===== config.mk =====
export PLATFORM = sky130hd
export DESIGN_NAME = rotate_shift_pipe_flat
export DESIGN_NICKNAME = d
export VERILOG_FILES = /design/src/rtl/rotate_shift_pipe_if.sv /design/src/rtl/rotate_shift_pipe.sv /design/src/flat_wrapper.sv
export SDC_FILE = /design/constraint.sdc
export NUM_CORES = 1
export LEC_CHECK = 0
export CAP_MARGIN = 10
export CORE_MARGIN = 2
export CORE_UTILIZATION = 55
export DETAILED_ROUTE_END_ITERATION = 6
export PLACE_DENSITY = 0.75
export SETUP_SLACK_MARGIN = 0.05
export SLEW_MARGIN = 20
export SYNTH_ARGS = -nofsm -noshare
export SYNTH_HDL_FRONTEND = slang
export SYNTH_SLANG_ARGS = --single-unit

===== constraint.sdc =====
create_clock -name clk -period 24.8 [get_ports clk]
set_clock_uncertainty 0.15 [all_clocks]
set_input_delay 2.48 -clock clk [delete_from_list [all_inputs] [get_ports clk]]
set_output_delay 2.48 -clock clk [all_outputs]
set_load 0.01 [all_outputs]

===== src/rtl/rotate_shift_pipe_if.sv =====
// Operand and result channels of the rotate/shift lane, each with its own valid/ready handshake.
interface rotate_shift_pipe_if #(
  parameter int WIDTH = 64,
  parameter int TAG_W = 4
);
  localparam int AMT_W = $clog2(WIDTH);

  logic             in_valid;
  logic             in_ready;
  logic [WIDTH-1:0] in_data;
  logic [AMT_W-1:0] in_amt;
  logic [2:0]       in_op;
  logic [TAG_W-1:0] in_tag;

  logic             out_valid;
  logic             out_ready;
  logic [WIDTH-1:0] out_data;
  logic             out_carry;
  logic             out_zero;
  logic             out_err;
  logic [TAG_W-1:0] out_tag;

  modport master (
    output in_valid, in_data, in_amt, in_op, in_tag, out_ready,
    input  in_ready, out_valid, out_data, out_carry, out_zero, out_err, out_tag
  );

  modport slave (
    input  in_valid, in_data, in_amt, in_op, in_tag, out_ready,
    output in_ready, out_valid, out_data, out_carry, out_zero, out_err, out_tag
  );
endinterface


===== src/rtl/rotate_shift_pipe.sv =====
// Pipelined rotate/shift lane: every op is rotated on entry, then masked/filled into its final form
// after the last register, with carry, zero and illegal-op flags alongside a pass-through tag.
module rotate_shift_pipe #(
  parameter int WIDTH  = 64,
  parameter int STAGES = 2,
  parameter int TAG_W  = 4
) (
  input  logic               clk,
  input  logic               rst,
  rotate_shift_pipe_if.slave bus
);
  localparam int AMT_W = $clog2(WIDTH);
  localparam logic [WIDTH-1:0] ONES = '1;

  typedef enum logic [2:0] {
    OP_ROL = 3'b000,
    OP_ROR = 3'b001,
    OP_LSL = 3'b010,
    OP_LSR = 3'b011,
    OP_ASR = 3'b100
  } op_e;

  typedef struct packed {
    logic [WIDTH-1:0] rot;
    logic [WIDTH-1:0] data;
    logic [AMT_W-1:0] amt;
    logic [2:0]       op;
    logic [TAG_W-1:0] tag;
  } stage_t;

  stage_t            in_pay;
  stage_t            pay_q [STAGES];
  logic [STAGES-1:0] valid_q;
  logic [STAGES-1:0] load;
  stage_t            last;
  logic [WIDTH-1:0]  res;
  logic [WIDTH-1:0]  rmask;
  logic              nonzero_amt;

  // The wrap-around term shifts by 1 and then by ~amt so a shift by WIDTH is never formed.
  always_comb begin
    in_pay      = '0;
    in_pay.data = bus.in_data;
    in_pay.amt  = bus.in_amt;
    in_pay.op   = bus.in_op;
    in_pay.tag  = bus.in_tag;
    if (bus.in_op == OP_ROL || bus.in_op == OP_LSL)
      in_pay.rot = (bus.in_data << bus.in_amt) | ((bus.in_data >> 1) >> ~bus.in_amt);
    else
      in_pay.rot = (bus.in_data >> bus.in_amt) | ((bus.in_data << 1) << ~bus.in_amt);
  end

  // A stage may load when it is empty or its own content moves on this cycle.
  always_comb begin
    load = '0;
    load[STAGES-1] = !valid_q[STAGES-1] || bus.out_ready;
    for (int k = STAGES - 2; k >= 0; k--)
      load[k] = !valid_q[k] || load[k+1];
  end

  assign bus.in_ready  = load[0] && !rst;
  assign bus.out_valid = valid_q[STAGES-1];

  always_ff @(posedge clk) begin
    if (rst) begin
      valid_q <= '0;
      for (int k = 0; k < STAGES; k++)
        pay_q[k] <= '0;
    end else begin
      if (load[0]) begin
        valid_q[0] <= bus.in_valid;
        if (bus.in_valid)
          pay_q[0] <= in_pay;
      end
      for (int k = 1; k < STAGES; k++) begin
        if (load[k]) begin
          valid_q[k] <= valid_q[k-1];
          if (valid_q[k-1])
            pay_q[k] <= pay_q[k-1];
        end
      end
    end
  end

  // Shifts clear (or sign-fill) the bits that wrapped; the carry is the bit that wrapped to the edge.
  always_comb begin
    last          = pay_q[STAGES-1];
    rmask         = ONES >> last.amt;
    nonzero_amt   = last.amt != '0;
    res           = last.rot;
    bus.out_carry = 1'b0;
    bus.out_err   = 1'b0;
    case (last.op)
      OP_ROL: bus.out_carry = nonzero_amt && last.rot[0];
      OP_ROR: bus.out_carry = nonzero_amt && last.rot[WIDTH-1];
      OP_LSL: begin
        res           = last.rot & (ONES << last.amt);
        bus.out_carry = nonzero_amt && last.rot[0];
      end
      OP_LSR: begin
        res           = last.rot & rmask;
        bus.out_carry = nonzero_amt && last.rot[WIDTH-1];
      end
      OP_ASR: begin
        res           = (last.rot & rmask) | ({WIDTH{last.data[WIDTH-1]}} & ~rmask);
        bus.out_carry = nonzero_amt && last.rot[WIDTH-1];
      end
      default: begin
        res         = last.data;
        bus.out_err = 1'b1;
      end
    endcase
    bus.out_data = res;
    bus.out_zero = valid_q[STAGES-1] && (res == '0);
    bus.out_tag  = last.tag;
  end
endmodule


===== src/flat_wrapper.sv =====
// flat-port wrapper written by rule: the top's interface ports become plain ports
module rotate_shift_pipe_flat 
#(
  parameter int WIDTH  = 64,
  parameter int STAGES = 2,
  parameter int TAG_W  = 4
)
  (clk, rst, bus_in_valid, bus_in_data, bus_in_amt, bus_in_op, bus_in_tag, bus_out_ready, bus_in_ready, bus_out_valid, bus_out_data, bus_out_carry, bus_out_zero, bus_out_err, bus_out_tag);
  rotate_shift_pipe_if #(.WIDTH(WIDTH), .TAG_W(TAG_W)) bus_i ();
  input  logic clk;
  input  logic rst;
  input wire logic [$bits(bus_i.in_valid)-1:0] bus_in_valid;
  input wire logic [$bits(bus_i.in_data)-1:0] bus_in_data;
  input wire logic [$bits(bus_i.in_amt)-1:0] bus_in_amt;
  input wire logic [$bits(bus_i.in_op)-1:0] bus_in_op;
  input wire logic [$bits(bus_i.in_tag)-1:0] bus_in_tag;
  input wire logic [$bits(bus_i.out_ready)-1:0] bus_out_ready;
  output wire logic [$bits(bus_i.in_ready)-1:0] bus_in_ready;
  output wire logic [$bits(bus_i.out_valid)-1:0] bus_out_valid;
  output wire logic [$bits(bus_i.out_data)-1:0] bus_out_data;
  output wire logic [$bits(bus_i.out_carry)-1:0] bus_out_carry;
  output wire logic [$bits(bus_i.out_zero)-1:0] bus_out_zero;
  output wire logic [$bits(bus_i.out_err)-1:0] bus_out_err;
  output wire logic [$bits(bus_i.out_tag)-1:0] bus_out_tag;
  assign bus_i.in_valid = bus_in_valid;
  assign bus_i.in_data = bus_in_data;
  assign bus_i.in_amt = bus_in_amt;
  assign bus_i.in_op = bus_in_op;
  assign bus_i.in_tag = bus_in_tag;
  assign bus_i.out_ready = bus_out_ready;
  assign bus_in_ready = bus_i.in_ready;
  assign bus_out_valid = bus_i.out_valid;
  assign bus_out_data = bus_i.out_data;
  assign bus_out_carry = bus_i.out_carry;
  assign bus_out_zero = bus_i.out_zero;
  assign bus_out_err = bus_i.out_err;
  assign bus_out_tag = bus_i.out_tag;
  rotate_shift_pipe #(.WIDTH(WIDTH), .STAGES(STAGES), .TAG_W(TAG_W)) u_core (.clk(clk), .rst(rst), .bus(bus_i));
endmodule

# ---- Yosys cells after proc, flatten, opt, wreduce, memory -nomap -nowiden
# Memories as Yosys holds them, arrays and structs flattened.
# Cells that the tools add are included.
dict set report word_totals {
  reg_bits 2
  ram_bits 282
  wordCells 58
  memories 1
}
# memory depth width rd rd_clocked_by_memory_dff write_ports line
set memory_table {}
lappend memory_table {u_core.pay_q 2 141 2 0 2 rotate_shift_pipe.sv:32} ;# stage_t pay_q [STAGES];
dict set report op_classes {
  eq_ne 5
  shifts 6
  muxes 16
  bitwise 10
  n_reduce_logical 18
}
# cell n
set ops {}
lappend ops {{$mux W141} 2}
lappend ops {{$pmux W64 S4} 1}
lappend ops {{$and A64 B64 Y64} 3}
lappend ops {{$or A64 B64 Y64} 3}
lappend ops {{$shl A64 B6 Y64} 2}
lappend ops {{$logic_not A64 Y1} 1}
lappend ops {{$mux W64} 1}
lappend ops {{$not A64 Y64} 1}
lappend ops {{$shl A64 B6 Y64 const A} 1}
lappend ops {{$shr A63 B6 Y64} 1}
lappend ops {{$shr A64 B6 Y64} 1}
lappend ops {{$shr A64 B6 Y64 const A} 1}
lappend ops {{$mux W1} 11}
lappend ops {{$eq A3 B2 Y1 const B} 3}
lappend ops {{$logic_not A3 Y1} 2}
lappend ops {{$not A6 Y6} 1}
lappend ops {{$reduce_bool A6 Y1} 1}
lappend ops {{$reduce_or A5 Y1} 1}
lappend ops {{$logic_and A1 B1 Y1} 4}
lappend ops {{$reduce_or A2 Y1} 2}
lappend ops {{$eq A3 B1 Y1 const B} 1}
lappend ops {{$eq A3 B3 Y1 const B} 1}
lappend ops {{$logic_not A1 Y1} 3}
lappend ops {{$logic_or A1 B1 Y1} 3}
lappend ops {{other kinds (3)} 4}

# ---- Logic depth before layout (Yosys ltp)
dict set report logic_depth {
  word_depth 7
  ltp_mapped 13
  ltp_nobuf 9
}

# ---- Worst setup path before layout
# OpenSTA, ideal clock, no wires.
dict set report synth_path {
  path_kind {input to register}
  from {in bus_out_ready}
  to {mem u_core.pay_q[0][141] (netlist bit) (enable)}
  setup_ps 671
  t_arrival_ps 9045
  path_slack_ps 14934
  cell_stages 2
  path_buffers 0
  cell_sequence {nor2b_1 -> o21bai_1}
}
# item line
set synth_rtl {}
lappend synth_rtl {{start: declaration} flat_wrapper.sv:17} ;# input wire logic [$bits(bus_i.out_ready)-1:0] bus_out_ready;
lappend synth_rtl {{end: declaration} rotate_shift_pipe.sv:32}

==> out/results.tsv <==
stage	metric	value	unit
floorplan	area inside the core boundary	38600	sq um
floorplan	Vert. Die Dim	202	microns
worst_setup_path	Worst setup SP type	flop	
logic_synthesis	count of unique library cells instantiated by Yosys	82	
clocking	H-tree Lvls	1	
clocking	number of buffers created by CTS	27	
floorplan	number of top-level pins	154	
timing	Worst-Margin Slew	1.09	ns
routing	vias	18710	
worst_setup_path	slowest cell on the critical path	or4_1	
global_routing	wire length of the first global-routing pass	120000	microns
global_routing	gr ovfl total	0	
worst_setup_path	critical path data required time	22.17	ns
logic_synthesis	sequential fraction of the synthesis area	39.5	%
worst_setup_path	R2R Path Start	u_core.valid_q[1]	
worst_setup_path	kind of capture point of the worst setup path	output port	
logic_synthesis	synthesis warning total	0	
clocking	maximum buffer depth of the clock tree	3	
worst_setup_path	launching element of the worst setup path	u_core.pay_q[0][147]	
logic_synthesis	number of enable flip-flop cells after synthesis	282	
placement	number of port buffers	153	
final_layout	multi-input logic area	12100	sq um
hold_path	worst hold path startpoint	u_core.pay_q[0][64]	
power	Final Power	1.41	mW
timing	Achievable Freq	0.132	GHz
final_layout	share of the core filled with cells in the final layout	61.8	%
final_layout	total non-filler cell area in the finished layout	23900	sq um
floorplan	die area	40700	sq um
clocking	Clk Tree Root Cell	clkbuf_16	
timing	max-slew violation total from the final report	0	
logic_synthesis	synthesized cell area	21500	sq um
run	# Max-Cap Violations	0	
global_routing	vias in the first global route	17542	
routing	post-route ant nets	0	
routing	number of DRC markers in iteration 0	2993	
global_routing	pin count of the biggest net entering global routing	111	
logic_synthesis	synthesized instance count	2085	
placement	total half-perimeter wirelength after legalization and detailed placement	58800	microns
worst_setup_path	crit-path cells	buf_4, buf_4, o21ai_2, buf_4, inv_2, a21oi_1, o21ai_0, a21oi_1, nor2_1, or4_1, or4_1, nor4b_2, clkdlybuf4s50_1	
logic_synthesis	Synth Register Bits	284	
clocking	setup fix buffers added after clock tree synthesis	0	
routing	met2 layer wire length in the routed design	35500	microns
clocking	post-cts hold buffer count	0	
placement	global placement routability congestion	1.04	
global_routing	overall track demand over capacity in global routing	39.6	%
routing	uppermost metal layer occupied by signal nets	met4	
timing	final hold violations	0	
final_layout	fillers	3051	
floorplan	overall die width	202	microns
routing	detail-routed via count per cell	7.14	
routing	number of design rule violations left after detail routing	0	
floorplan	row count	72	
placement	cell area after placement	23100	sq um
timing	aggregate negative setup slack	0	ns
worst_setup_path	worst-path maximum fanout	41	
power	total power density per cell area	59.2	nW/um^2
global_routing	initial antenna violation count	1	
timing	share of the cycle needed by the critical path after routing	30.6	%
worst_setup_path	most numerous cell on the critical path	buf_4	
worst_setup_path	worst path buffer plus inverter count	5	
worst_setup_path	peak per-stage delay on the critical path	0.58	ns
timing	final critical path time including I/O delays and setup	7.60	ns
worst_setup_path	path type of the worst setup path	flop to output port	
final_layout	fraction of layout instances using a drive strength above 1	16.5	%
logic_synthesis	predominant post-synthesis flop cell	edfxtp_1	
routing	wire length the detailed router placed on met1	31000	microns
floorplan	effective utilization at floorplan	55.7	%
timing	total setup violations reported at the end of the flow	0	
worst_setup_path	arrival time of data at the critical path endpoint	4.97	ns
routing	routed wire length	81200	microns
timing	RSZ-0062 raised after global routing	false	
final_layout	synthesis-to-finish area growth	11.1	%
final_layout	Nets	2169	
clocking	# resized after CTS	0	
power	peak supply drop	0.0422	mV
hold_path	hold crit path type	flop to flop	
clocking	Sinks on Clock Net	284	
timing	Max-slew headroom	27.4	%
worst_setup_path	Top Family by Delay on Critical Path	buffers and inverters	
routing	average wire per cell in the routed design	31.0	microns
clocking	clock-pin slew reported for the worst setup and hold paths after clock tree synthesis	0.07	ns
logic_synthesis	Synth Net Count	2166	
logic_synthesis	post-synthesis average cell area	10.3	sq um
final_layout	Antenna Cells	0	
routing	total iterations of the first detailed-routing run	6	
clocking	TritonCTS clock tree	built	
routing	Met3 Wirelength	9290	microns
status	status	finished, final reports clean	
final_layout	Sequential cell area	8510	sq um
logic_synthesis	async set-reset flop share out of synthesis	0	%
power	cell leakage power	8.72	nW
clocking	worst skew pair latency	0.55	ns
where the power goes:
part / internal (mW) / total, mW / switching, mW / leakage [nW]
Clock: 0.210 / 0.382 / 0.171 / 0.390
Combinational: 0.173 / 0.434 / 0.262 / 5.27
Sequential: 0.576 / 0.598 / 0.0218 / 3.05
final timing paths:
check                          to  slack (ns)  depth (start not counted)
min reg2reg  u_core.pay_q[0][205]        0.37                          1
max                  bus_out_zero       17.20                         13
max reg2reg   u_core.pay_q[0][66]       21.56                          5
min          u_core.pay_q[0][205]        0.37                          1
registers in the layout (all words and copies together), names as in the netlist:
signal and flops:
u_core.pay_q 282, u_core.valid_q 2
per-stage QoR:
step | hold slack [ns] | std cells | setup WS [ns]
6_report | 0.366 | 2622 | 17.20
5_1_grt | 0.379 | 2622 | 17.01
4_1_cts | 0.367 | 2622 | 17.27
3_5_place_dp | 0.352 | 2577 | 17.86
3_3_place_gp | 0.348 | 2577 | 17.82
2_1_floorplan | 0.347 | 2085 | 14.93
layer usage:
layer,GRT usage (%),up-vias
met5,0,-
met4,20.8,0
met3,6.42,266
met2,59.9,1515
met1,55.3,8954
li1,-,7975
layout make-up:
class / instances / area share [%]
multi-input cells: 1572 / 50.7
flip-flops and latches: 284 / 35.6
well taps: 518 / 2.71
repair buffers: 188 / 7.44
clock inverters: 13 / 0.440
inverters: 15 / 0.241
clock buffers: 32 / 2.91
cells in the mapped netlist (8+ instances only):
master	n	area share [%]
a211oi_1	8	0.28
a21o_1	27	0.94
a21oi_1	93	2.2
a221o_1	8	0.37
a221oi_1	12	0.49
a22o_1	68	2.8
a31oi_1	48	1.4
and2_1	243	7.1
and3_1	10	0.29
buf_1	36	0.63
buf_2	36	0.84
buf_4	8	0.28
clkbuf_1	131	2.3
edfxtp_1	282	39
inv_1	14	0.24
mux2_2	93	4.9
mux2i_1	61	2.8
mux4_2	128	13
nand2_1	191	3.3
nand3_1	62	1.4
nor2_1	126	2.2
nor3_1	72	1.7
nor4_1	9	0.26
o211ai_1	13	0.45
o21a_1	9	0.31
o21ai_0	69	1.6
o21ai_1	10	0.23
o22ai_1	30	0.87
o31a_1	30	1.2
or2_2	27	0.79
or4_1	10	0.35
kinds of logic after synthesis:
family                 after synthesis  synth area share [%]
and+or+nand+nor                    795                  18.9
AOI/OAI and AO/OA                  495                  16.0
DFF                                284                  39.5
muxes                              282                  21.1
buffers and inverters              229                  4.45
placed cells by master, fill, tap and decap left out, types with 7 or more instances in the layout:
cell type          n
inv_1             12
o21a_1             8
a21o_1            26
nor2_1           124
o22ai_1           30
a221oi_1          12
nor3_1            72
nor4_1             9
a21oi_1           93
clkbuf_16         27
and3_1            10
mux4_2           128
buf_4             35
edfxtp_1         282
a211oi_1           8
o21ai_1           10
nand3_1           62
and2_1           242
a31oi_1           48
o21ai_0           69
or4_1             10
a22o_1            68
o211ai_1          13
a22oi_1            7
or2_2             27
mux2i_1           61
a221o_1            8
mux2_2            93
o31a_1            30
nand2_1          191
clkdlybuf4s50_1  146
worst register-to-register path, delay by kind of cell, from the launching register on:
kind                   cells  cell delay (ns)
AND/OR/NAND/NOR            2             0.68
flip-flops                 1             0.36
buffers and inverters      1             0.78
AO/OA/AOI/OAI              2             1.07
No activity file was read; power rests on OpenSTA's default activity.
